### config.mk
export PLATFORM = sky130hd
export DESIGN_NAME = pipe_ctrl_stage
export DESIGN_NICKNAME = d
export VERILOG_FILES = /design/src/rtl/pipe_ctrl_stage.sv
export SDC_FILE = /design/constraint.sdc
export NUM_CORES = 1
export LEC_CHECK = 0
export ABC_AREA = 1
export CAP_MARGIN = 20
export CORE_AREA = 2 2 137 139
export DETAILED_ROUTE_END_ITERATION = 8
export DIE_AREA = 0 0 139 141
export PLACE_DENSITY = 0.8
export SLEW_MARGIN = 0
export SYNTH_ARGS = -nofsm -noshare
export SYNTH_HDL_FRONTEND = slang
export SYNTH_SLANG_ARGS = --single-unit
### constraint.sdc
create_clock -name clk -period 3.52 [get_ports clk]
set_clock_uncertainty 0.05 [all_clocks]
set_input_delay 0.528 -clock clk [delete_from_list [all_inputs] [get_ports clk]]
set_output_delay 0.528 -clock clk [all_outputs]
set_load 0.05 [all_outputs]
### src/rtl/pipe_ctrl_stage.sv
// pipe_ctrl_stage: two-entry skid-buffered pipeline register with flush and saturating flush counter
module pipe_ctrl_stage #(
  parameter int                DATA_W    = 96,
  parameter logic [DATA_W-1:0] FLUSH_VAL = '0,
  parameter int                CNT_W     = 16
) (
  input  logic              clk,
  input  logic              rst,
  input  logic              flush,
  input  logic              in_valid,
  output logic              in_ready,
  input  logic [DATA_W-1:0] in_data,
  output logic              out_valid,
  input  logic              out_ready,
  output logic [DATA_W-1:0] out_data,
  output logic [1:0]        occupancy,
  output logic [CNT_W-1:0]  flush_count
);
  logic              skid_valid, in_xfer, load, ov_n, sv_n;
  logic [DATA_W-1:0] skid_data, od_n, sd_n;
  assign in_ready = !skid_valid;
  // next main/skid contents: main refills from skid first so word order is kept
  always_comb begin
    in_xfer = in_valid && !skid_valid;
    load    = !out_valid || out_ready;
    ov_n    = load ? (skid_valid || in_xfer) : 1'b1;
    od_n    = !load ? out_data : skid_valid ? skid_data : in_xfer ? in_data : out_data;
    sv_n    = load ? (skid_valid && in_xfer) : (skid_valid || in_xfer);
    sd_n    = (in_xfer && (!load || skid_valid)) ? in_data : skid_data;
  end
  // state registers; reset beats flush, flush beats handshakes
  always_ff @(posedge clk) begin
    if (rst || flush) begin
      out_valid  <= 1'b0;
      skid_valid <= 1'b0;
      out_data   <= FLUSH_VAL;
      skid_data  <= FLUSH_VAL;
      occupancy  <= 2'd0;
    end else begin
      out_valid  <= ov_n;
      skid_valid <= sv_n;
      out_data   <= od_n;
      skid_data  <= sd_n;
      occupancy  <= 2'(ov_n) + 2'(sv_n);
    end
  end
  // flush event counter, saturating at all-ones
  always_ff @(posedge clk) begin
    if (rst) flush_count <= '0;
    else if (flush && !(&flush_count)) flush_count <= flush_count + 1'b1;
  end
endmodule

==> out/results.txt, run 1 <==
Total Routing Usage GR - 22.42%
r2r endpoint - skid_data[4]$_SDFFE_PP0P_
count of final max-slew check failures - 0
RSZ-0062 raised after global routing - false
critical path, cell by cell - inv_4 -> clkdlybuf4s50_1
share of the synthesized area in the top cell type - 47.34%
max capacitance violation total - 0
final hold vios - 0
height of the die - 141 um
post-route setup slack - 0.7663 ns
setup TNS - 0 ns
clock tree buffer depth - 3
top cell type by total area after synthesis - dfxtp_1
startpoint type of the worst setup path - flip-flop
Core Box Area - 0.01827 mm2
Die Width - 139 um
register-to-register setup slack - 1.47 ns
min-delay src - skid_data[93]$_SDFFE_PP0P_
per-cell routed wire length - 15.01 um
Critical Path RT - 2.94 ns
number of cells on the worst hold path - 2
reg-to-reg critical path startpoint - skid_valid$_SDFF_PP0_
root cell of the clock tree - clkbuf_16
Non-Filler Cell Area, Final - 0.01187 mm2
share of layout cells above drive strength 1 - 10.12%
floorplan row count - 50
number of I/O pins - 217
final critical path time including I/O delays and setup - 2.754 ns
Endpoint, Worst Hold - skid_data[93]$_SDFFE_PP0P_
largest incremental delay on the critical path - 0.91 ns
ranking of synthesized cells by area - dfxtp_1, nand2_1, a311oi_2, nor2_1, a21oi_1
Buffers & Inverters on Critical Path - 2
Worst IR Drop VDD - 354.5 uV
period utilisation layout - 78.23%
FF+latch count, synth - 212
Net Count, Synth - 1223
hpwl dp - 14500 um
Worst-Skew Late Latency - 0.50 ns
crit end category - primary output
Slew Limit Headroom - 26.17%
sequential fraction of the synthesis area - 47.34%
via count of the first global-routing pass - 7728
pre-CTS setup slack - 0.9798 ns
area of combinational cells with multiple inputs - 0.004195 mm2
Post-Syn Area - 0.008965 mm2
total die area - 0.01960 mm2
WL final - 23080 um
number of nets in the finished design - 1394
1st-iter DRT viols - 525
mean number of vias per cell - 5.308
power density relative to cell area - 464.1 mW/mm2
Resized Gates After CTS - 0
mean instance size in the synthesized netlist - 8.004 um2
starting density of the core - 49.08%
number of synthesis warnings - 0
remaining global-route overflow - 0
TritonCTS clock tree - built
first-pass GRT wire length - 37140 um
sequential cell area - 0.004248 mm2
share of the core filled with cells in the final layout - 64.99%
class of the most critical setup path - flip-flop to primary output
LEAKAGE - 0.004141 uW
highest attainable clock frequency - 0.3632 GHz
depth of the critical timing path with buffers and inverters included - 2
antenna violations before repair - 1
path depth of the worst reg2reg path - 5
antenna fix cells - 0
number of H-tree levels - 1
number of port buffers - 216
post-detailed-route count of antenna-violating nets - 0
total clock sinks - 212
family with the most delay on the worst path - buffers and inverters
number of hold-repair buffers added at the cts stage - 0
post-CTS setup buffer count - 0
outcome - finished clean
Fill cells - 1532
layout-stage area growth over the synthesis result - 32.44%
Placed Area - 0.01116 mm2
Remaining DRCs - 0
path class of the lowest-slack min-delay path - flip-flop to flip-flop
Yosys cell types - 21
synthesized netlist cell count - 1120
clock-pin transition on the worst setup and hold timing paths - 0.06 ns
Max stage delay cell, worst path - clkdlybuf4s50_1
maximum fanout along the worst path - 47
global placement routability congestion - 0.9223
highest-count cells in the layout ignoring fill and taps - nand2_1, clkdlybuf4s50_1, dfxtp_1
detailed-routing iteration count for the pre-antenna-repair pass - 4
commonest non-fill, non-tap cell in the layout - nand2_1
final setup vio count - 0
Critical Path AT - 2.18 ns
hold slack - 0.4131 ns
Vias - 8164
largest net degree at the start of global routing - 97
cts bufs inserted - 23
Worst Tran Pin Value - 1.108 ns
registers in the layout (all words and copies together), names as in the netlist:
register	flops
flush_count	16
out_data	96
out_valid	1
occupancy	2
skid_valid	1
skid_data	96
layout make-up:
class | instances | share of cell area [%]
Sequential cell | 212 | 35.78
Multi-Input combinational cell | 804 | 35.34
Timing Repair Buffer | 230 | 19.73
Clock buffer | 36 | 5.933
Tap cell | 234 | 2.466
Inverter | 20 | 0.6534
Clock inverter | 2 | 0.1054
cell families (layout without fill, tap and decap cells):
group           after synthesis  after routing  synth area share (%)
buf+inv                     104            288                 6.029
flops                       212            212                 47.34
compound gates              199            199                 20.43
simple gates                603            603                 25.92
fa+ha+maj                     2              2                0.2791
tightest hold or removal path, cell delays in order, from the launching register on:
cell and delay, ns:
dfxtp_1 0.31, nand2_1 0.06, a21oi_1 0.05
metal layers:
layer / vias to the layer above / wire length, um / share of wire [%] / global-route usage (%)
met2: 230 / 11510 / 50 / 39.98
met3: 47 / 1235 / 5.4 / 3.567
met4: 0 / 627 / 2.7 / 7.602
met1: 3825 / 9710 / 42 / 27.70
met5: - / 0 / 0 / 0
li1: 4062 / - / - / -
where the power goes:
part	internal (uW)	total [uW]	switching (uW)
combinational	285	732	448
sequential	2460	2500	37.3
clock	1360	2280	921
cells in the mapped netlist:
cell type,number
nor2_4,4
nand3_1,15
a311oi_2,76
clkinv_1,1
a311oi_1,20
buf_6,9
a21oi_1,103
buf_1,3
nand3_2,1
inv_2,1
inv_4,1
dfxtp_1,212
inv_1,17
nor3_1,2
nand2_1,434
clkbuf_1,18
ha_1,2
buf_2,49
buf_4,5
nand4_1,1
nor2_1,146
through the flow:
stage	power [uW]	std cells
2_1_floorplan	2994	1120
3_3_place_gp	3274	1500
3_5_place_dp	3282	1500
4_1_cts	5563	1538
5_1_grt	5709	1538
6_report	5510	1538
how the worst max path moves through the flow:
stage / from / end / slack [ns]
after floorplan: flush_count[0]$_SDFFE_PP0P_ / flush_count[12]$_SDFFE_PP0P_ / 1.76
after global placement: in_valid / out_data[85]$_SDFFE_PP0P_ / 1.06
after detailed placement: in_valid / out_data[54]$_SDFFE_PP0P_ / 0.98
after CTS: skid_valid$_SDFF_PP0_ / in_ready / 0.74
after global routing: skid_valid$_SDFF_PP0_ / in_ready / 0.70
final: skid_valid$_SDFF_PP0_ / in_ready / 0.77
Power figures use the tool's default switching activity.
==> run 2: changes to the inputs <==
==> constraint.sdc (replaced) <==
create_clock -name clk -period 2.87 [get_ports clk]
set_clock_uncertainty 0.05 [all_clocks]
set_input_delay 0.4305 -clock clk [delete_from_list [all_inputs] [get_ports clk]]
set_output_delay 0.4305 -clock clk [all_outputs]
set_load 0.05 [all_outputs]
==> run 2 against run 1 <==
Against the previous run: cell area increased by 1.4%; highest routed layer unchanged; sequential power is 22% higher; hold slack about the same; non-clock buffer count up 2; clock power rose by 33%.
==> out/results.txt, run 2 (synthesis gave the netlist of run 1 again) <==
number of H-tree levels - 1 (unchanged)
largest registers - out_data: 96 flops, skid_data: 96 flops, flush_count: 16 flops (unchanged)
commonest non-fill, non-tap cell in the layout - nand2_1 (unchanged)
fraction of met2 tracks used by global routing - 38.53% (was 39.98%)
met3 usage - 3.770% (was 3.567%)
Critical Path AT - 1.78 ns (was 2.18 ns)
number of hold-repair buffers added at the cts stage - 0 (unchanged)
class of the most critical setup path - flip-flop to primary output (unchanged)
internal power - 5207 uW (was 4104 uW)
Total Routing Usage GR - 22.80% (was 22.42%)
sequential cell area - 0.004248 mm2 (unchanged)
global placement routability congestion - 0.8543 (was 0.9223)
Fill cells - 1518 (was 1532)
Clk pwr share - 43.3% (was 41.4%)
1st-iter DRT viols - 445 (was 525)
Resized Gates After CTS - 0 (unchanged)
Slew Limit Headroom - 54.97% (was 26.17%)
Buffers & Inverters on Critical Path - 1 (was 2)
WL final - 23080 um (about the same)
net switching fraction of the power - 25.75% (was 25.52%)
highest attainable clock frequency - 0.4415 GHz
starting density of the core - 49.08% (unchanged)
detailed-routing iteration count for the pre-antenna-repair pass - 6 (was 4)
number of port buffers - 216 (unchanged)
RSZ-0062 raised after global routing - false (unchanged)
mean number of vias per cell - 5.273 (was 5.308)
final critical path time including I/O delays and setup - 2.265 ns
max capacitance violation total - 0 (unchanged)
layout-stage area growth over the synthesis result - 34.35% (was 32.44%)
share of layout cells above drive strength 1 - 10.76% (was 10.12%)
post-detailed-route count of antenna-violating nets - 0 (unchanged)
Max stage delay cell, worst path - clkdlybuf4s50_1 (unchanged)
Worst IR Drop VDD - 438.2 uV (was 354.5 uV)
Vias - 8152 (was 8164)
family with the most delay on the worst path - buffers and inverters (unchanged)
total die area - 0.01960 mm2 (unchanged)
clock-pin transition on the worst setup and hold timing paths - 0.06 ns (about the same)
path class of the lowest-slack min-delay path - flip-flop to flip-flop (unchanged)
Worst-Skew Late Latency - 0.51 ns (was 0.50 ns)
post-route setup slack - 0.6051 ns (was 0.7663 ns)
Remaining DRCs - 0 (unchanged)
pre-CTS setup slack - 0.6591 ns (was 0.9798 ns)
total clock sinks - 212 (unchanged)
count of final max-slew check failures - 0 (unchanged)
antenna violations before repair - 2 (was 1)
setup TNS - 0 ns (unchanged)
Sequential Power Share - 43.7% (was 45.3%)
Core Box Area - 0.01827 mm2 (unchanged)
critical path, cell by cell - clkdlybuf4s50_1 (was inv_4 -> clkdlybuf4s50_1)
TritonCTS clock tree - built (unchanged)
Worst Tran Pin Value - 0.6755 ns (was 1.108 ns)
Switch Pwr - 1806 uW (was 1406 uW)
hpwl dp - 14370 um (was 14500 um)
height of the die - 141 um (unchanged)
first-pass GRT wire length - 37650 um (was 37140 um)
crit end category - primary output (unchanged)
power density relative to cell area - 582.3 mW/mm2 (was 464.1 mW/mm2)
area of combinational cells with multiple inputs - 0.004195 mm2 (unchanged)
maximum fanout along the worst path - 6 (was 47)
largest incremental delay on the critical path - 0.84 ns (was 0.91 ns)
LEAKAGE - 0.004222 uW (was 0.004141 uW)
period utilisation layout - 78.92%
via count of the first global-routing pass - 7644 (was 7728)
largest net degree at the start of global routing - 97 (unchanged)
clock tree buffer depth - 3 (unchanged)
remaining global-route overflow - 0 (unchanged)
number of I/O pins - 217 (unchanged)
cts bufs inserted - 23 (unchanged)
Global Route met1 Usage - 29.16% (was 27.70%)
most congested layer reported by global routing - met2 (unchanged)
number of nets in the finished design - 1396 (was 1394)
root cell of the clock tree - clkbuf_16 (unchanged)
post-CTS setup buffer count - 0 (unchanged)
Critical Path RT - 2.39 ns (was 2.94 ns)
final hold vios - 0 (unchanged)
highest-count cells in the layout ignoring fill and taps - nand2_1, clkdlybuf4s50_1, dfxtp_1 (unchanged)
outcome - finished clean (unchanged)
relative contribution of combinational cells to total power - 13.0% (was 13.3%)
Die Width - 139 um (unchanged)
per-cell routed wire length - 14.93 um (was 15.01 um)
final setup vio count - 0 (unchanged)
floorplan row count - 50 (unchanged)
startpoint type of the worst setup path - flip-flop (unchanged)
## run 2: worst paths after layout
path	start	to	slack, ns	cells after the start
setup / recovery	flush_count[10]$_SDFFE_PP0P_	flush_count[10]	0.61	1
hold / removal	skid_data[31]$_SDFFE_PP0P_	skid_data[31]$_SDFFE_PP0P_	0.41	2
setup reg to reg	skid_valid$_SDFF_PP0_	out_data[1]$_SDFFE_PP0P_	0.89	6
hold reg to reg	skid_data[31]$_SDFFE_PP0P_	skid_data[31]$_SDFFE_PP0P_	0.41	2
## run 2: per-stage QoR
stage | total power, uW | std cells | util (%) | hold slack, ns | area (um2)
2_1_floorplan | 3672 | 1120 | - | 0.3938 | 8965
3_3_place_gp | 4030 | 1502 | 61.62 | 0.4016 | 11260
3_5_place_dp | 4038 | 1502 | 61.62 | 0.4053 | 11260
4_1_cts | 7076 | 1544 | 65.90 | 0.4149 | 12040
5_1_grt | 7268 | 1545 | 65.92 | 0.4323 | 12040
6_report | 7013 | 1546 | 65.93 | 0.4133 | 12040
## run 2: final cells by class
class	count	share of cell area, %
Tap cell	234	2.431
Inverter	20	0.6441
Antenna cell	2	0.04155
Clock buffer	29	5.215
Timing Repair Buffer	232	20.28
Sequential cell	212	35.27
Multi-Input combinational cell	804	34.83
Clock inverter	13	1.288
## run 2: power by group through the flow
stage	clock [uW]	combinational (uW)	sequential, uW
4_1_cts	3100	917	3060
3_5_place_dp	0	912	3130
5_1_grt	3230	970	3070
3_3_place_gp	0	905	3130
6_report	3040	911	3060
2_1_floorplan	0	325	3350
## run 2: layer usage
layer	wire [um]	part of all wire (%)	up-vias
li1	-	-	4073
met1	9756	42	3763
met2	11260	49	264
met3	1328	5.8	52
met4	732	3.2	0
met5	0	0	-
